**src/rtl/jtag_regbank_if.sv**
```systemverilog
// System-side bus of the JTAG register bridge: write strobe with address/data
// and a read request/acknowledge handshake.
interface jtag_regbank_if #(
  parameter int addr_bits = 4,
  parameter int data_bits = 32
) ();
  logic                 wr_stb;
  logic [addr_bits-1:0] wr_addr;
  logic [data_bits-1:0] wr_data;
  logic                 rd_req;
  logic [addr_bits-1:0] rd_addr;
  logic                 rd_ack;
  logic [data_bits-1:0] rd_data;

  modport master (
    output wr_stb, wr_addr, wr_data, rd_req, rd_addr,
    input  rd_ack, rd_data
  );

  modport slave (
    input  wr_stb, wr_addr, wr_data, rd_req, rd_addr,
    output rd_ack, rd_data
  );
endinterface

```
**src/rtl/jtag_regbank.sv**
```systemverilog
// Addressed JTAG user-DR bridge into the sysclk domain: TAP signals are
// oversampled, one scan frame = {data, addr, op}; reads return on the next capture.
module jtag_regbank #(
  parameter int addr_bits = 4,
  parameter int data_bits = 32
) (
  input  logic           sysclk,
  input  logic           reset_n,
  input  logic           tck,
  input  logic           tdi,
  input  logic           sel,
  input  logic           shift,
  input  logic           update,
  output logic           tdo,
  output logic           cmd_drop,
  jtag_regbank_if.master bus
);
  localparam int frame_bits = 1 + addr_bits + data_bits;

  typedef enum logic [0:0] {
    ST_IDLE = 1'b0,
    ST_WAIT = 1'b1
  } state_t;

  logic [2:0]            tck_sync_r;
  logic                  tck_p_s;
  logic [frame_bits-1:0] sr_r;
  logic                  shift_d_r;
  logic                  tdi_l_r;
  logic                  selected_r;
  logic                  tdo_r;

  logic                  decode_s;
  logic [frame_bits-1:0] cmd_s;
  logic                  cmd_op_s;
  logic [addr_bits-1:0]  cmd_addr_s;
  logic [data_bits-1:0]  cmd_data_s;

  state_t                state_r;
  state_t                state_nxt_s;
  logic                  wr_stb_r;
  logic                  wr_stb_nxt_s;
  logic [addr_bits-1:0]  wr_addr_r;
  logic [addr_bits-1:0]  wr_addr_nxt_s;
  logic [data_bits-1:0]  wr_data_r;
  logic [data_bits-1:0]  wr_data_nxt_s;
  logic                  rd_req_r;
  logic                  rd_req_nxt_s;
  logic [addr_bits-1:0]  rd_addr_r;
  logic [addr_bits-1:0]  rd_addr_nxt_s;
  logic                  cmd_drop_r;
  logic                  cmd_drop_nxt_s;
  logic [data_bits-1:0]  buf_data_r;
  logic [data_bits-1:0]  buf_data_nxt_s;
  logic [addr_bits-1:0]  buf_addr_r;
  logic [addr_bits-1:0]  buf_addr_nxt_s;
  logic                  buf_valid_r;
  logic                  buf_valid_nxt_s;

  // Rising TCK edge as seen after the synchroniser; falling edges are never acted on.
  assign tck_p_s = tck_sync_r[1] & ~tck_sync_r[2];

  // The last frame bit arrives on the shift-exit edge and lives in tdi_l_r.
  assign cmd_s      = {tdi_l_r, sr_r[frame_bits-1:1]};
  assign cmd_op_s   = cmd_s[0];
  assign cmd_addr_s = cmd_s[addr_bits:1];
  assign cmd_data_s = cmd_s[frame_bits-1:addr_bits+1];
  assign decode_s   = tck_p_s & update & selected_r;

  assign tdo         = tdo_r;
  assign cmd_drop    = cmd_drop_r;
  assign bus.wr_stb  = wr_stb_r;
  assign bus.wr_addr = wr_addr_r;
  assign bus.wr_data = wr_data_r;
  assign bus.rd_req  = rd_req_r;
  assign bus.rd_addr = rd_addr_r;

  // Three-stage TCK synchroniser.
  always_ff @(posedge sysclk or negedge reset_n) begin
    if (!reset_n) begin
      tck_sync_r <= 3'b000;
    end else begin
      tck_sync_r <= {tck_sync_r[1:0], tck};
    end
  end

  // TAP-side capture/shift register and shift-exit tracking, advanced on tck_p only.
  always_ff @(posedge sysclk or negedge reset_n) begin
    if (!reset_n) begin
      sr_r       <= '0;
      shift_d_r  <= 1'b0;
      tdi_l_r    <= 1'b0;
      selected_r <= 1'b0;
      tdo_r      <= 1'b0;
    end else if (tck_p_s) begin
      shift_d_r <= shift;
      if (shift_d_r) begin
        tdi_l_r <= tdi;
      end
      // Clearing on decode makes only the first update edge of a scan count.
      if (shift) begin
        selected_r <= sel;
      end else if (decode_s) begin
        selected_r <= 1'b0;
      end
      if (sel && !shift) begin
        sr_r <= {buf_data_r, buf_addr_r, buf_valid_r};
      end else if (sel && shift) begin
        tdo_r <= sr_r[0];
        sr_r  <= {tdi, sr_r[frame_bits-1:1]};
      end
    end
  end

  // Command execution and read-handshake state, next values.
  always_comb begin
    state_nxt_s     = state_r;
    wr_stb_nxt_s    = 1'b0;
    wr_addr_nxt_s   = wr_addr_r;
    wr_data_nxt_s   = wr_data_r;
    rd_req_nxt_s    = rd_req_r;
    rd_addr_nxt_s   = rd_addr_r;
    cmd_drop_nxt_s  = 1'b0;
    buf_data_nxt_s  = buf_data_r;
    buf_addr_nxt_s  = buf_addr_r;
    buf_valid_nxt_s = buf_valid_r;
    case (state_r)
      ST_IDLE: begin
        if (decode_s) begin
          if (cmd_op_s) begin
            wr_stb_nxt_s  = 1'b1;
            wr_addr_nxt_s = cmd_addr_s;
            wr_data_nxt_s = cmd_data_s;
          end else begin
            rd_addr_nxt_s   = cmd_addr_s;
            rd_req_nxt_s    = 1'b1;
            buf_valid_nxt_s = 1'b0;
            state_nxt_s     = ST_WAIT;
          end
        end else begin
          state_nxt_s = ST_IDLE;
        end
      end
      ST_WAIT: begin
        if (decode_s) begin
          cmd_drop_nxt_s = 1'b1;
        end else begin
          cmd_drop_nxt_s = 1'b0;
        end
        if (bus.rd_ack) begin
          buf_data_nxt_s  = bus.rd_data;
          buf_addr_nxt_s  = rd_addr_r;
          buf_valid_nxt_s = 1'b1;
          rd_req_nxt_s    = 1'b0;
          state_nxt_s     = ST_IDLE;
        end else begin
          state_nxt_s = ST_WAIT;
        end
      end
      default: begin
        rd_req_nxt_s = 1'b0;
        state_nxt_s  = ST_IDLE;
      end
    endcase
  end

  // Command execution and read-handshake state, registers.
  always_ff @(posedge sysclk or negedge reset_n) begin
    if (!reset_n) begin
      state_r     <= ST_IDLE;
      wr_stb_r    <= 1'b0;
      wr_addr_r   <= '0;
      wr_data_r   <= '0;
      rd_req_r    <= 1'b0;
      rd_addr_r   <= '0;
      cmd_drop_r  <= 1'b0;
      buf_data_r  <= '0;
      buf_addr_r  <= '0;
      buf_valid_r <= 1'b0;
    end else begin
      state_r     <= state_nxt_s;
      wr_stb_r    <= wr_stb_nxt_s;
      wr_addr_r   <= wr_addr_nxt_s;
      wr_data_r   <= wr_data_nxt_s;
      rd_req_r    <= rd_req_nxt_s;
      rd_addr_r   <= rd_addr_nxt_s;
      cmd_drop_r  <= cmd_drop_nxt_s;
      buf_data_r  <= buf_data_nxt_s;
      buf_addr_r  <= buf_addr_nxt_s;
      buf_valid_r <= buf_valid_nxt_s;
    end
  end
endmodule

```
**src/flat_wrapper.sv**
```systemverilog
// flat-port wrapper written by rule: the top's interface ports become plain ports
module jtag_regbank_flat 
#(
  parameter int addr_bits = 4,
  parameter int data_bits = 32
)
  (sysclk, reset_n, tck, tdi, sel, shift, update, tdo, cmd_drop, bus_wr_stb, bus_wr_addr, bus_wr_data, bus_rd_req, bus_rd_addr, bus_rd_ack, bus_rd_data);
  jtag_regbank_if #(.addr_bits(addr_bits), .data_bits(data_bits)) bus_i ();
  input  logic sysclk;
  input  logic reset_n;
  input  logic tck;
  input  logic tdi;
  input  logic sel;
  input  logic shift;
  input  logic update;
  output logic tdo;
  output logic cmd_drop;
  output wire logic [$bits(bus_i.wr_stb)-1:0] bus_wr_stb;
  output wire logic [$bits(bus_i.wr_addr)-1:0] bus_wr_addr;
  output wire logic [$bits(bus_i.wr_data)-1:0] bus_wr_data;
  output wire logic [$bits(bus_i.rd_req)-1:0] bus_rd_req;
  output wire logic [$bits(bus_i.rd_addr)-1:0] bus_rd_addr;
  input wire logic [$bits(bus_i.rd_ack)-1:0] bus_rd_ack;
  input wire logic [$bits(bus_i.rd_data)-1:0] bus_rd_data;
  assign bus_wr_stb = bus_i.wr_stb;
  assign bus_wr_addr = bus_i.wr_addr;
  assign bus_wr_data = bus_i.wr_data;
  assign bus_rd_req = bus_i.rd_req;
  assign bus_rd_addr = bus_i.rd_addr;
  assign bus_i.rd_ack = bus_rd_ack;
  assign bus_i.rd_data = bus_rd_data;
  jtag_regbank #(.addr_bits(addr_bits), .data_bits(data_bits)) u_core (.sysclk(sysclk), .reset_n(reset_n), .tck(tck), .tdi(tdi), .sel(sel), .shift(shift), .update(update), .tdo(tdo), .cmd_drop(cmd_drop), .bus(bus_i));
endmodule
```
**config.mk**
```make
export PLATFORM = sky130hd
export DESIGN_NAME = jtag_regbank_flat
export DESIGN_NICKNAME = d
export VERILOG_FILES = /design/src/rtl/jtag_regbank_if.sv /design/src/rtl/jtag_regbank.sv /design/src/flat_wrapper.sv
export SDC_FILE = /design/constraint.sdc
export NUM_CORES = 1
export LEC_CHECK = 0
export BUFFER_PORTS_ARGS = -buffer_cell sky130_fd_sc_hd__clkbuf_2
export CORE_MARGIN = 1
export CORE_UTILIZATION = 45
export DETAILED_ROUTE_END_ITERATION = 8
export HOLD_SLACK_MARGIN = 0.05
export MAX_ROUTING_LAYER = met4
export PLACE_DENSITY = 0.7
export SYNTH_ARGS = -nofsm -noshare
export SYNTH_HDL_FRONTEND = slang
export SYNTH_SLANG_ARGS = --single-unit
```
**constraint.sdc**
```tcl
create_clock -name sysclk -period 1.66 [get_ports sysclk]
set_input_delay 0.166 -clock sysclk [delete_from_list [all_inputs] [get_ports sysclk]]
set_output_delay 0.166 -clock sysclk [all_outputs]
set_load 0.03 [all_outputs]
```
### Word-level counts from Yosys, hierarchy flattened

Index checks and enable logic that the tools add are counted.

* equal/unequal tests: 3
* mux-type cells: 21
* bitwise logic cells: 7
* reductions and logical operators: 13

Operator list (number)
* $mux W37: 2
* $mux W1: 16
* $reduce_and A3 Y1: 4
* $reduce_and A2 Y1: 4
* $pmux W1 S2: 3
* $ne A2 B2 Y1 const B: 2
* $not A1 Y1: 4
* $reduce_bool A2 Y1: 2
* $and A1 B1 Y1: 3
* $logic_and A1 B1 Y1: 2
* $ne A2 B1 Y1 const B: 1
* $logic_not A1 Y1: 1

* register bits: 125
* bits of input ports: 40

### Depth between registers and ports, before layout

Gate-level depths: netlist of the first run.

* word-level depth: 6
* mapped depth: 5

### Worst setup path before layout of the first run

Ideal clock, no wire load.

* path kind: flip-flop to flip-flop
* from: register u_core.tck_sync_r[2]
* to: register u_core.wr_data_r[10], in the netlist u_core.bus.wr_data[10]
* library setup time: 0.125 ns
* arrival time: 1.339 ns
* data required time: 1.535 ns
* setup slack: 0.196 ns
* cell stages (with the launch flop): 6
* buffers on the path: 2
* clock period less this slack: 1.464 ns
* cells stage by stage: dfrtp_1 > nand4b_4 > nor3b_2 > buf_4 > buf_6 > mux2_2

* word-level cells in the longest chain between the ends: 5

RTL lines
* from (decl): RTL line jtag_regbank.sv:25 `logic [2:0] tck_sync_r;`
* from (signal assigned): RTL line jtag_regbank.sv:83 `tck_sync_r <= {tck_sync_r[1:0], tck};`
* $not A1 Y1: RTL line jtag_regbank.sv:61 `assign tck_p_s = tck_sync_r[1] & ~tck_sync_r[2];`
* $and A1 B1 Y1: RTL line jtag_regbank.sv:61
* $and A1 B1 Y1 (2 in a row): RTL line jtag_regbank.sv:68 `assign decode_s = tck_p_s & update & selected_r;`
* $reduce_and A3 Y1 (no line)
* to (signal assigned): RTL line jtag_regbank.sv:184 `wr_data_r <= wr_data_nxt_s;`
* to (decl): RTL line jtag_regbank.sv:45 `logic [data_bits-1:0] wr_data_r;`

Every way passes these cells.
A chain may end at the register's enable or synchronous reset.

### Worst setup path after layout of the first run

* from: register u_core.tck_sync_r[2]
* to: register u_core.wr_data_r[3], in the netlist u_core.bus.wr_data[3]

Same word-level chain as after synthesis.

==> results list, run 1 <==
* Syn avg cell area: between 10 and 15 µm²
- Residual DRC: 0
- In this run the power density over the cells is 1440 nW/µm².
* TritonCTS clock tree: built
- The final layout contains 520 nets.
- Number of cells on the worst reg-to-reg path: 4
- Port bufs: a little over 80
- In this run the core area contains 37 standard-cell rows.
- The count of nets left with antenna violations once routing finished came out at 0.
- At the pin with the least slew margin, the transition time is ~330 ps.
- The worst setup path is captured at a register.
* Number of antenna repair diodes: 0
- Hold Path Class: input pin to async pin
- Clock Skew: 4.36 ps
* Number of antenna violations at the first check in global routing: 0
* Final GP Congestion: ~0.73
- DP HPWL: around 5.9 mm
* Required time worst endpoint: 2050 ps
- TritonCTS buffer count: 17
- # H-tree levels: 4
* Total of endpoints with negative setup slack in the final report: 0
* Final Slew Violations: 0
- Via count normalized by instance count: 4.98
- Worst-case vdd ir drop: 0.890 mV
- The die is 107 µm wide.
- During I/O placement, the number of pins put on the boundary was 84.
* Number of filler cells placed in the layout: roughly 800
- In this run the post-CTS setup repair buffer count came out at 0.
- Dividing the detail-routed wire length by the instance count gives 15.4 µm.
- Number of nets in the synthesized netlist: 392
- Worst r2r dst: u_core.bus.wr_data[3]
- After detailed placement, the total cell area comes to between 5000 and 6000 µm².
* Total via count in the routed design: 3128
- The final layout contains routed wiring with a total length of approximately 9.7 mm.
- After detailed placement, the design holds a cell count of 559.
* Total of max-cap violations: 0
- RSZ-0062 raised after global routing: false
* Gr usage total: 0.191
* Most frequent cells in the layout: 125 x dfrtp_1, 82 x clkbuf_2, 75 x mux2_2
- The clock net in this run drives a total of about 130 sinks.
- The root buffer cell chosen for the clock tree is clkbuf_8.
- The clock passes through at most 2 buffers.
- Initial core utilization: 0.473
* Outcome: finished, final reports clean
- The finished layout holds 628 standard cells, fillers aside.
* Distinct cell type count after synthesis: 21
- In this run, synthesis produced a sequential element count of about 130.
- Core box area: 10500 µm²
- Synthesis handed over a netlist of 352 instances.
- First-pass GRT wire length: 16.1 mm
* Vertical extent of the die: 107 µm
- Setup crit start kind: register
* Pin count of the biggest net entering global routing: 75
- Adding up every negative setup slack in the final design gives 0 ps.
- The first routing iteration left 69 violations.
- The hold violation count in the final report came to 0.
- Number of global-route vias before repair: 3291
- Worst skew pair latency: 510 ps
- After detailed routing, no signal wire sits above met4.
* Worst Path Class, Setup: register to register
- Summed over all layers, the global routing overflow is 0.
- Syn-to-layout area delta: 33.4%
- Hold_buf cts: 38
* Post-cts sizing count: 0
- For this run, the register share of the synthesized area comes to 0.630.
* Cell area after technology mapping: about 5000 µm²
- Timing would allow up to 632 MHz.
- Worst reg-to-reg setup slack: 80 ps
- STA puts the critical path data arrival time at 1980 ps.
- In the final routing, the length of wire on met1 measures 4.48 mm.
- Clock-pin slew was measured on the worst setup and hold paths at 60 ps.
* Min Tclk post-route: 1580 ps
- Lkg Pwr: between 3 and 4 nW
- Startpoint of the most critical register-to-register path: u_core.tck_sync_r[2]
- In the finished design, the share of the clock period the worst path needs comes to 0.954.
- The first detailed-routing pass took 4 iterations.
- Leaving out fill and tap cells, the most frequent cell in the layout is dfrtp_1.
* Critical path peak fanout: 10
- During synthesis, Yosys emitted a total of 0 warnings.
- The finished cells cover 6630 µm².
* Detailed route wirelength on metal2: 4.66 mm
* Share of cells above drive strength 1: 0.419
* Worst hold slack after final layout: ~91 ps
- Area of the die: 11500 µm²
- WL met3: 435 µm
- Worst slew margin relative to its limit: 0.782
==> per-layer routing <==
metal	vias up	global-route usage
met3	14	0.0578
met4	0	0.0793
met5	-	-
met2	71	0.299
met1	1552	0.232
li1	1491	-
==> layout make-up <==
type / instances / area [µm²] / area share
Tap cell: 136 / 170 / 0.0257
Timing Repair Buffer: 130 / 941 / 0.142
Clock inverter: 13 / 239 / 0.0361
Sequential cell: 125 / 3130 / 0.472
Multi-Input combinational cell: 205 / 1720 / 0.259
Clock buffer: 18 / 428 / 0.0646
Inverter: 1 / 3.75 / 0.000566
==> cell families (layout without fill, tap and decap cells) <==
group                  count (synthesis)  count (layout)  synth area share
flip-flops                           125             125             0.630
buffers and inverters                 22             162            0.0257
AO/OA/AOI/OAI                         41              41            0.0431
AND/OR/NAND/NOR                       48              48            0.0446
multiplexers                         116             116             0.257
==> power breakdown <==
group / total [W] / internal, W / switching (W)
sequential: 0.00419 / 0.00374 / 0.000449
clock: 0.00414 / 0.00279 / 0.00136
combinational: 0.00120 / 0.000676 / 0.000527
total: 0.00953 / 0.00720 / 0.00233
==> flip-flops by register name, indices dropped and copies added (netlist names) <==
register and count:
u_core.sr_r 37, u_core.buf_data_r 32, u_core.bus.wr_data 32, u_core.buf_addr_r 4, u_core.bus.rd_addr 4, u_core.bus.wr_addr 4, u_core.tck_sync_r 3, u_core.buf_valid_r 1
u_core.bus.rd_req 1, u_core.bus.wr_stb 1, u_core.cmd_drop 1, u_core.selected_r 1, u_core.shift_d_r 1, u_core.state_r 1, u_core.tdi_l_r 1, u_core.tdo 1
==> synthesized netlist by cell type (all sizes together) <==
cell | number | share of area
a21bo | 1 | 0.0020
a22o | 1 | 0.0018
buf | 14 | 0.020
clkbuf | 7 | 0.0053
dfrtp | 125 | 0.63
inv | 1 | 0.00076
mux2 | 79 | 0.18
mux2i | 37 | 0.075
nand2 | 41 | 0.031
nand3 | 1 | 0.0010
nand3b | 1 | 0.0015
nand4b | 1 | 0.0048
nor2 | 1 | 0.00076
nor2b | 1 | 0.0013
nor3b | 1 | 0.0025
o21ai | 39 | 0.039
or3 | 1 | 0.0013
==> per-stage QoR <==
step,util,total power (W),setup WS [ps]
final,0.631,0.00953,76.8
after global routing,0.631,0.00998,29.6
after CTS,0.631,0.00963,70.7
after detailed placement,0.531,0.00537,79.5
after global placement,0.531,0.00528,124
after floorplan,-,0.00494,196
==> worst max-delay path by stage <==
stage / start / to / slack (ps) / cells past startpoint
after floorplan: u_core.tck_sync_r[2] / u_core.bus.wr_data[10] / 200 / 5
after global placement: u_core.tck_sync_r[2] / u_core.bus.wr_data[19] / 120 / 4
after detailed placement: u_core.tck_sync_r[2] / u_core.bus.wr_data[3] / 80 / 4
after CTS: u_core.tck_sync_r[2] / u_core.bus.wr_data[3] / 70 / 4
after global routing: u_core.tck_sync_r[2] / u_core.bus.wr_addr[2] / 30 / 4
final: u_core.tck_sync_r[2] / u_core.bus.wr_data[3] / 80 / 4
==> worst max-delay path: stages (launching register included) <==
cell	delay [ps]
dfrtp_1	390
nand4b_4	200
nor3b_4	260
buf_4	260
mux2_2	360
Note: power is estimated with default switching activity, not from simulation.
==> inputs of run 2 (changes only) <==
ABC_AREA = 1   (was unset)
HOLD_SLACK_MARGIN = unset   (was 0.05)
==> run 2 against run 1 <==
Maximum frequency increased by 2.3%. Sequential power increased by 6.2%. Critical path type unchanged. Highest routed layer unchanged. Synthesized cell count increased by 74%. Largest power group unchanged. Count of clock-buffer cells in the layout unchanged. Critical endpoint is now u_core.bus.wr_data[29].
==> results list, run 2 <==
- The area of the core came to 11400 µm² (was 10500 µm²).
- First-pass detailed-route iteration total: 5 (was 4)
- I/O pin cnt: 84 (unchanged)
- Worst-case clock buffer depth: 2 (unchanged)
- Biggest cell delay along the critical path: 380 ps (was 390 ps)
- Gr usage total: 0.234 (was 0.191)
- The aggregate routed wire length came to 13.0 mm (was 9.70 mm).
- Die span in x: 110 µm (was 107 µm)
- The number of vias in the routed layout was 4515 (was 3128).
* First-iteration detailed-routing DRC count: 243 (was 69)
* Top flip-flop cell by instance count after synthesis: dfrtp_1 (unchanged)
* Final GP Congestion: 0.769 (was 0.734)
- The largest net degree at the start of global routing was 38 (was 75).
- The ratio of final minimum period to clock period was 0.933 (was 0.954).
- The actual transition at the worst max-transition pin was 649 ps (was 327 ps).
- Number of antenna repair diodes: 0 (unchanged)
* CP dominant cell by count: nand2_1
* Total power per unit cell area: 1490 nW/µm² (was 1440 nW/µm²)
* Area of the die: 12100 µm² (was 11500 µm²)
* Critical path peak fanout: 19 (was 10)
* Port bufs: 83 (unchanged)
- The area growth from synthesis to layout was 29.8% (was 33.4%).
* Critical-path cell list: inv_1 -> nand2_2 -> nor2_4 -> nand3_4 -> nand2_1 -> nand2_1 (was nand4b_4 -> nor3b_4 -> buf_4 -> mux2_2)
- The wire length per cell was 14.7 µm (was 15.4 µm).
* Outcome: finished, final reports clean (unchanged)
- Lkg Pwr: 3.85 nW (was 3.34 nW)
- RSZ-0062 raised after global routing: true (was false)
* Number of antenna violations at the first check in global routing: 0 (unchanged)
- TritonCTS buffer count: 17 (unchanged)
* Vertical extent of the die: 110 µm (was 107 µm)
- Distinct cell type count after synthesis: 20 (was 21)
* Initial core utilization: 0.462 (was 0.473)
- Most common cell after layout, fill and taps aside: nand2_1 (was dfrtp_1)
- Critical Path AT: 1840 ps (was 1980 ps)
- Most used standard cells in the synthesized netlist: 314 x nand2_1, 125 x dfrtp_1, 42 x inv_1, 40 x nand4_1, 37 x o211ai_1 (was 125 x dfrtp_1, 75 x mux2_2, 40 x nand2_1, 39 x o21ai_0, 37 x mux2i_1).
- # H-tree levels: 4 (unchanged)
- Syn avg cell area: 8.63 µm² (was 14.1 µm²)
- The register with the highest flop count is u_core.sr_r (unchanged).
* Via count normalized by instance count: 5.10 (was 4.98)
- Row count: 39 (was 37)
- The post-place instance area came to 5860 µm² (was 5580 µm²).
* Yosys warns: 0 (unchanged)
- The DRC violations left came to 0 (unchanged).
- Cell area after technology mapping: 5270 µm² (was 4970 µm²)
* Final cell area excluding filler cells: 6840 µm² (was 6630 µm²)
- The total half-perimeter wirelength after legalization and detailed placement is 8.20 mm (was 5.88 mm).
- The worst-case setup slack after placement was 30.5 ps (was 79.5 ps).
- The worst hold path class is input pin to register (was input pin to async pin).
* Clock input transition at the sequential cells of the worst setup and hold paths: 60 ps (about the same)
- TritonCTS clock tree: built (unchanged)
- Clock root buffer: clkbuf_16 (was clkbuf_8)
* Min Tclk post-route: 1550 ps (was 1580 ps)
* Most frequent cells in the layout: 314 x nand2_1, 125 x dfrtp_1, 82 x clkbuf_2 (was 125 x dfrtp_1, 82 x clkbuf_2, 75 x mux2_2)
- The number of enable-type register cells in the synthesized netlist is 0 (unchanged).
- The hold violation count in the final report came to 0 (unchanged).
- The clock skew after layout came to 12.1 ps (was 4.36 ps).
- The count of maximum capacitance violations is 0 (unchanged).
- The post-layout utilization of the core came to 0.599 (was 0.631).
- Worst slew margin relative to its limit: 0.567 (was 0.782)
- Number of global-route vias before repair: 4441 (was 3291)
- Library cell with the largest summed area after synthesis: dfrtp_1 (unchanged)
* Number of nets in the synthesized netlist: 651 (was 392)
- Cells taking the most area after synthesis: dfrtp_1 59%, nand2_1 22%, o211ai_1 5.3% (was dfrtp_1 63%, mux2_2 17%, mux2i_1 7.5%).
- Share of the yosys chip area belonging to registers: 0.594 (was 0.630)
* Leftover overflow at the end of global routing: 0 (unchanged)
* Worst Path Class, Setup: register to register (unchanged)
* Slowest CP cell: dfrtp_1 (unchanged)
* Share of cells above drive strength 1: 0.195 (was 0.419)
- The most numerous cell in the Yosys netlist is nand2_1 (was dfrtp_1).
* Number of flip-flops and latches in the synthesized netlist: 125 (unchanged)
* Final Slew Violations: 0 (unchanged)
* Post-synth top area share: 0.594 (was 0.630)
- Fmax achieved: 646 MHz (was 632 MHz)
- The number of flip-flops in the largest register came to 37 (unchanged).
- The setup TNS came to 0 ps (unchanged).
* Worst-case vdd ir drop: 0.603 mV (was 0.890 mV)
* Element type at the critical path end: register (unchanged)
* Net count reported at finish: 770 (was 520)
- Setup crit start kind: register (unchanged)
- The clock latency reported for the late side of the worst-skew pair was 410 ps (was 510 ps).
* Final worst slack: 112 ps (was 76.8 ps)
* Required time worst endpoint: 1950 ps (was 2050 ps)
- The count of nets left with antenna violations after detail routing is 0 (unchanged).
- Total of endpoints with negative setup slack in the final report: 0 (unchanged)
- The async set-reset flop share out of synthesis came to 1.00 (unchanged).
* Instance count of the mapped netlist: 611 (was 352)
* Clk sinks: 125 (unchanged)
- First-pass GRT wire length: 20.9 mm (was 16.1 mm)
run 2: worst paths after layout:
| path | start | endpoint | slack (ps) | cells after the start |
|---|---|---|---|---|
| worst max-delay path | u_core.tck_sync_r[2] | u_core.bus.wr_data[29] | 110 | 6 |
| worst min-delay path | bus_rd_data[4] | u_core.buf_data_r[4] | 10 | 3 |
| worst max register to register | u_core.tck_sync_r[2] | u_core.bus.wr_data[29] | 110 | 6 |
| worst min register to register | u_core.tck_sync_r[0] | u_core.tck_sync_r[1] | 360 | 0 |
| max in group asynchronous | reset_n | u_core.bus.rd_addr[3] | 780 | 3 |
| min in group asynchronous | reset_n | u_core.sr_r[3] | 260 | 2 |
run 2: area by class of cell:
class,count,area [µm²]
sequential,125,3130
fill,999,4580
tap,143,179
clock inverter,14,183
multi-input combinational,404,1810
timing repair buffer,136,923
clock buffer,18,439
inverter,46,173
run 2: kinds of logic after synthesis:
group           after synthesis  share of synthesized area
compound gates               39                     0.0546
buf+inv                      83                     0.0674
flops                       125                      0.594
simple gates                364                      0.284
run 2: routing by layer:
metal / part of all wire / vias up / GRT usage
li1: - / 2183 / -
met1: 0.43 / 2183 / 0.281
met2: 0.51 / 136 / 0.394
met3: 0.051 / 13 / 0.0464
met4: 0.011 / 0 / 0.0789
met5: 0 / - / -
run 2: worst max-delay path, delay by kind of cell, from the launching register on:
family	cells	cell delay (ps)
flip-flops	1	380
buffers and inverters	1	70
AND/OR/NAND/NOR	5	980
run 2: where the power goes:
part,internal (W),switching [W]
logic,0.000659,0.00119
registers,0.00386,0.000586
clock network,0.00243,0.00144
total,0.00695,0.00322
run 2: metrics by stage:
stage                     instances  power, W  hold WS, ps
after floorplan                 611   0.00557         -130
after global placement          820   0.00615          167
after detailed placement        820   0.00625          164
after CTS                       885    0.0102         2.42
after global routing            886    0.0107         15.3
final                           886    0.0102         12.2
run 2: what timing repair did:
action | in CTS | in global routing
endpoints found under the setup margin | 0 | 37
gates resized for setup | 0 | 2
setup buffers | 0 | 0
hold buffers | 33 | 0
endpoints found under the hold margin | 62 | 0
==> inputs of run 3 (changes only) <==
ABC_AREA = unset   (was 1)
SKIP_CTS_REPAIR_TIMING = 1   (was unset)
==> run 3 against run 2 <==
Critical path depth fell by 2. Wire length fell by 26%. Clock power rose by 7.0%. Power fell by 6.3%. Largest power group unchanged.
==> results list, run 3 (synthesized netlist as in run 1, its figures left out) <==
- Slowest CP cell: dfrtp_1 (unchanged)
- The worst-case vdd ir drop was 0.889 mV (was 0.603 mV).
* Worst Path Class, Setup: register to register (unchanged)
* Final cell area excluding filler cells: 6620 µm² (was 6840 µm²)
* Total power per unit cell area: 1440 nW/µm² (was 1490 nW/µm²)
* Via count normalized by instance count: 4.99 (was 5.10)
- The maximum achievable frequency came to 633 MHz (was 646 MHz).
- The number of vias in the routed layout was 3127 (was 4515).
- The clock sink count came to 125 (unchanged).
- The register with the highest flop count is u_core.sr_r (unchanged).
* Total of max-cap violations: 0 (unchanged)
* Worst reg-to-reg setup slack: 80 ps (was 110 ps)
* Gr usage total: 0.184 (was 0.234)
- The quantity of I/O buffers inserted on ports came to 83 (unchanged).
- The final critical delay including setup and external delays is 1580 ps (was 1550 ps).
- The clock root buffer master is clkbuf_8 (was clkbuf_16).
* Worst hold slack after final layout: 18.2 ps (was 12.2 ps)
* Element type at the critical path end: register (unchanged)
- I/O pin cnt: 84 (unchanged)
* Initial core utilization: 0.473 (was 0.462)
- Period Utilization, post-route: 0.951 (was 0.933)
- The area of the core came to 10500 µm² (was 11400 µm²).
- Outcome: finished, final reports clean (unchanged).
* Leftover overflow at the end of global routing: 0 (unchanged)
* Clock input transition at the sequential cells of the worst setup and hold paths: 60 ps (about the same)
- Number of antenna violations at the first check in global routing: 0 (unchanged)
- The number of cells traversed by the worst hold path was 3 (unchanged).
* RSZ-0062 raised after global routing: false (was true)
- Share of cells above drive strength 1: 0.420 (was 0.195)
- Standard cell area after detailed placement: 5580 µm² (was 5860 µm²)
- Net count reported at finish: 519 (was 770)
* Hold Violations, Final: 0 (unchanged)
* Total of endpoints with negative setup slack in the final report: 0 (unchanged)
* # H-tree levels: 4 (unchanged)
* Die span in x: 107 µm (was 110 µm)
- The wire length per cell came to 15.4 µm (was 14.7 µm).
- First-pass detailed-route iteration total: 4 (was 5)
- Area of the die: 11500 µm² (was 12100 µm²)
* TritonCTS buffer count: 17 (unchanged)
* DP HPWL: 5.88 mm (was 8.20 mm)
- The number of global-route vias before repair came to 3109 (was 4441).
* Worst skew pair latency: 510 ps (was 410 ps)
- Final Slew Violations: 0 (unchanged)
- The buffer levels on the longest clock path was 2 (unchanged).
- The nature of the critical path startpoint was a register (unchanged).
* Transition time at the pin with the least slew margin: 327 ps (was 649 ps)
- The count of routing violations after the opening detailed-route iteration was 71 (was 243).
- Critical-path cell list: nand4b_4 -> nor3b_4 -> buf_4 -> mux2_2 (was inv_1 -> nand2_2 -> nor2_4 -> nand3_4 -> nand2_1 -> nand2_1).
- Most frequent cells in the layout: 125 x dfrtp_1, 82 x clkbuf_2, 75 x mux2_2 (was 314 x nand2_1, 125 x dfrtp_1, 82 x clkbuf_2)
- Pin count of the biggest net entering global routing: 75 (was 38)
* Final GP Congestion: 0.734 (was 0.769)
- The area growth from synthesis to layout came to 33.2% (was 29.8%).
- Antenna violation net count after detailed routing: 0 (unchanged)
* Vertical extent of the die: 107 µm (was 110 µm)
* Required time worst endpoint: 2050 ps (was 1950 ps)
- The worst hold path class is input pin to register (unchanged).
- Lkg Pwr: 3.34 nW (was 3.85 nW)
- The number of cell instances on the worst register-to-register path came to 4 (was 6).
- The number of fill cells in the layout was 809 (was 999).
- Setup total negative slack: 0 ps (unchanged)
- Residual DRC: 0 (unchanged)
* Worst slew margin relative to its limit: 0.782 (was 0.567)
- The global-route wire length before repair came to 15.4 mm (was 20.9 mm).
* Drt total wl: 9.65 mm (was 13.0 mm)
* TritonCTS clock tree: built (unchanged)
* Clock Skew: 5.37 ps (was 12.1 ps)
- The worst endpoint data arrival time was 1970 ps (was 1840 ps).
* Number of flip-flops under the largest register name: 37 (unchanged)
* Biggest cell delay along the critical path: 390 ps (was 380 ps)
- Row count: 37 (was 39)
- Critical path peak fanout: 10 (was 19)
- Number of antenna repair diodes: 0 (unchanged)
- Most common cell after layout, fill and taps aside: dfrtp_1 (was nand2_1)
## run 3: changes by cell type in the layout (fill, tap and decap cells not counted), sizes merged, moves of 4 or more
cell,change
mux2i,+37
dlygate4sd3,+4
o211ai,-37
nand3,-4
nand4,-40
nand2,-275
o21ai,+37
inv,-47
buf,-11
mux2,+79
## run 3: path summary, 6_finish.rpt
path                                         end                 start
max in group asynchronous        u_core.sr_r[21]               reset_n
hold reg to reg             u_core.tck_sync_r[1]  u_core.tck_sync_r[0]
hold / removal                        u_core.tdo                   sel
setup reg to reg           u_core.bus.wr_data[3]  u_core.tck_sync_r[2]
min in group asynchronous     u_core.buf_valid_r               reset_n
setup / recovery           u_core.bus.wr_data[3]  u_core.tck_sync_r[2]
## run 3: metal layers
metal	up-vias	wire length, µm	GRT usage
li1	1487	-	-
met1	1557	4510	0.224
met2	69	4580	0.280
met3	14	433	0.0620
met4	0	125	0.0793
met5	-	0	-
## run 3: through the flow
step                total power, W  worst slack, ps  std cells  utilization
finish                     0.00952             80.6        627        0.630
global placement           0.00528              124        559        0.531
CTS                        0.00956             70.7        590        0.594
global route               0.00997             29.6        627        0.630
floorplan                  0.00494              196        352            -
detailed placement         0.00537             79.5        559        0.531
## run 3: final cells by class
type / instances / area (µm²) / area share
multi-input cells: 205 / 1720 / 0.259
clock buffers: 18 / 428 / 0.0647
clock inverters: 13 / 239 / 0.0361
repair buffers: 129 / 931 / 0.141
well taps: 136 / 170 / 0.0257
inverters: 1 / 3.75 / 0.000567
flip-flops and latches: 125 / 3130 / 0.473
## run 3: worst max-delay path: cells and delay by family (launching register included)
kind	cells	cell delay, ps
buf+inv	1	250
mux	1	360
flops	1	390
simple gates	2	460
## run 3: power by group
| group | switching (W) | internal, W |
|---|---|---|
| combinational | 0.000527 | 0.000674 |
| sequential | 0.000444 | 0.00374 |
| clock | 0.00135 | 0.00279 |
| total | 0.00232 | 0.00720 |
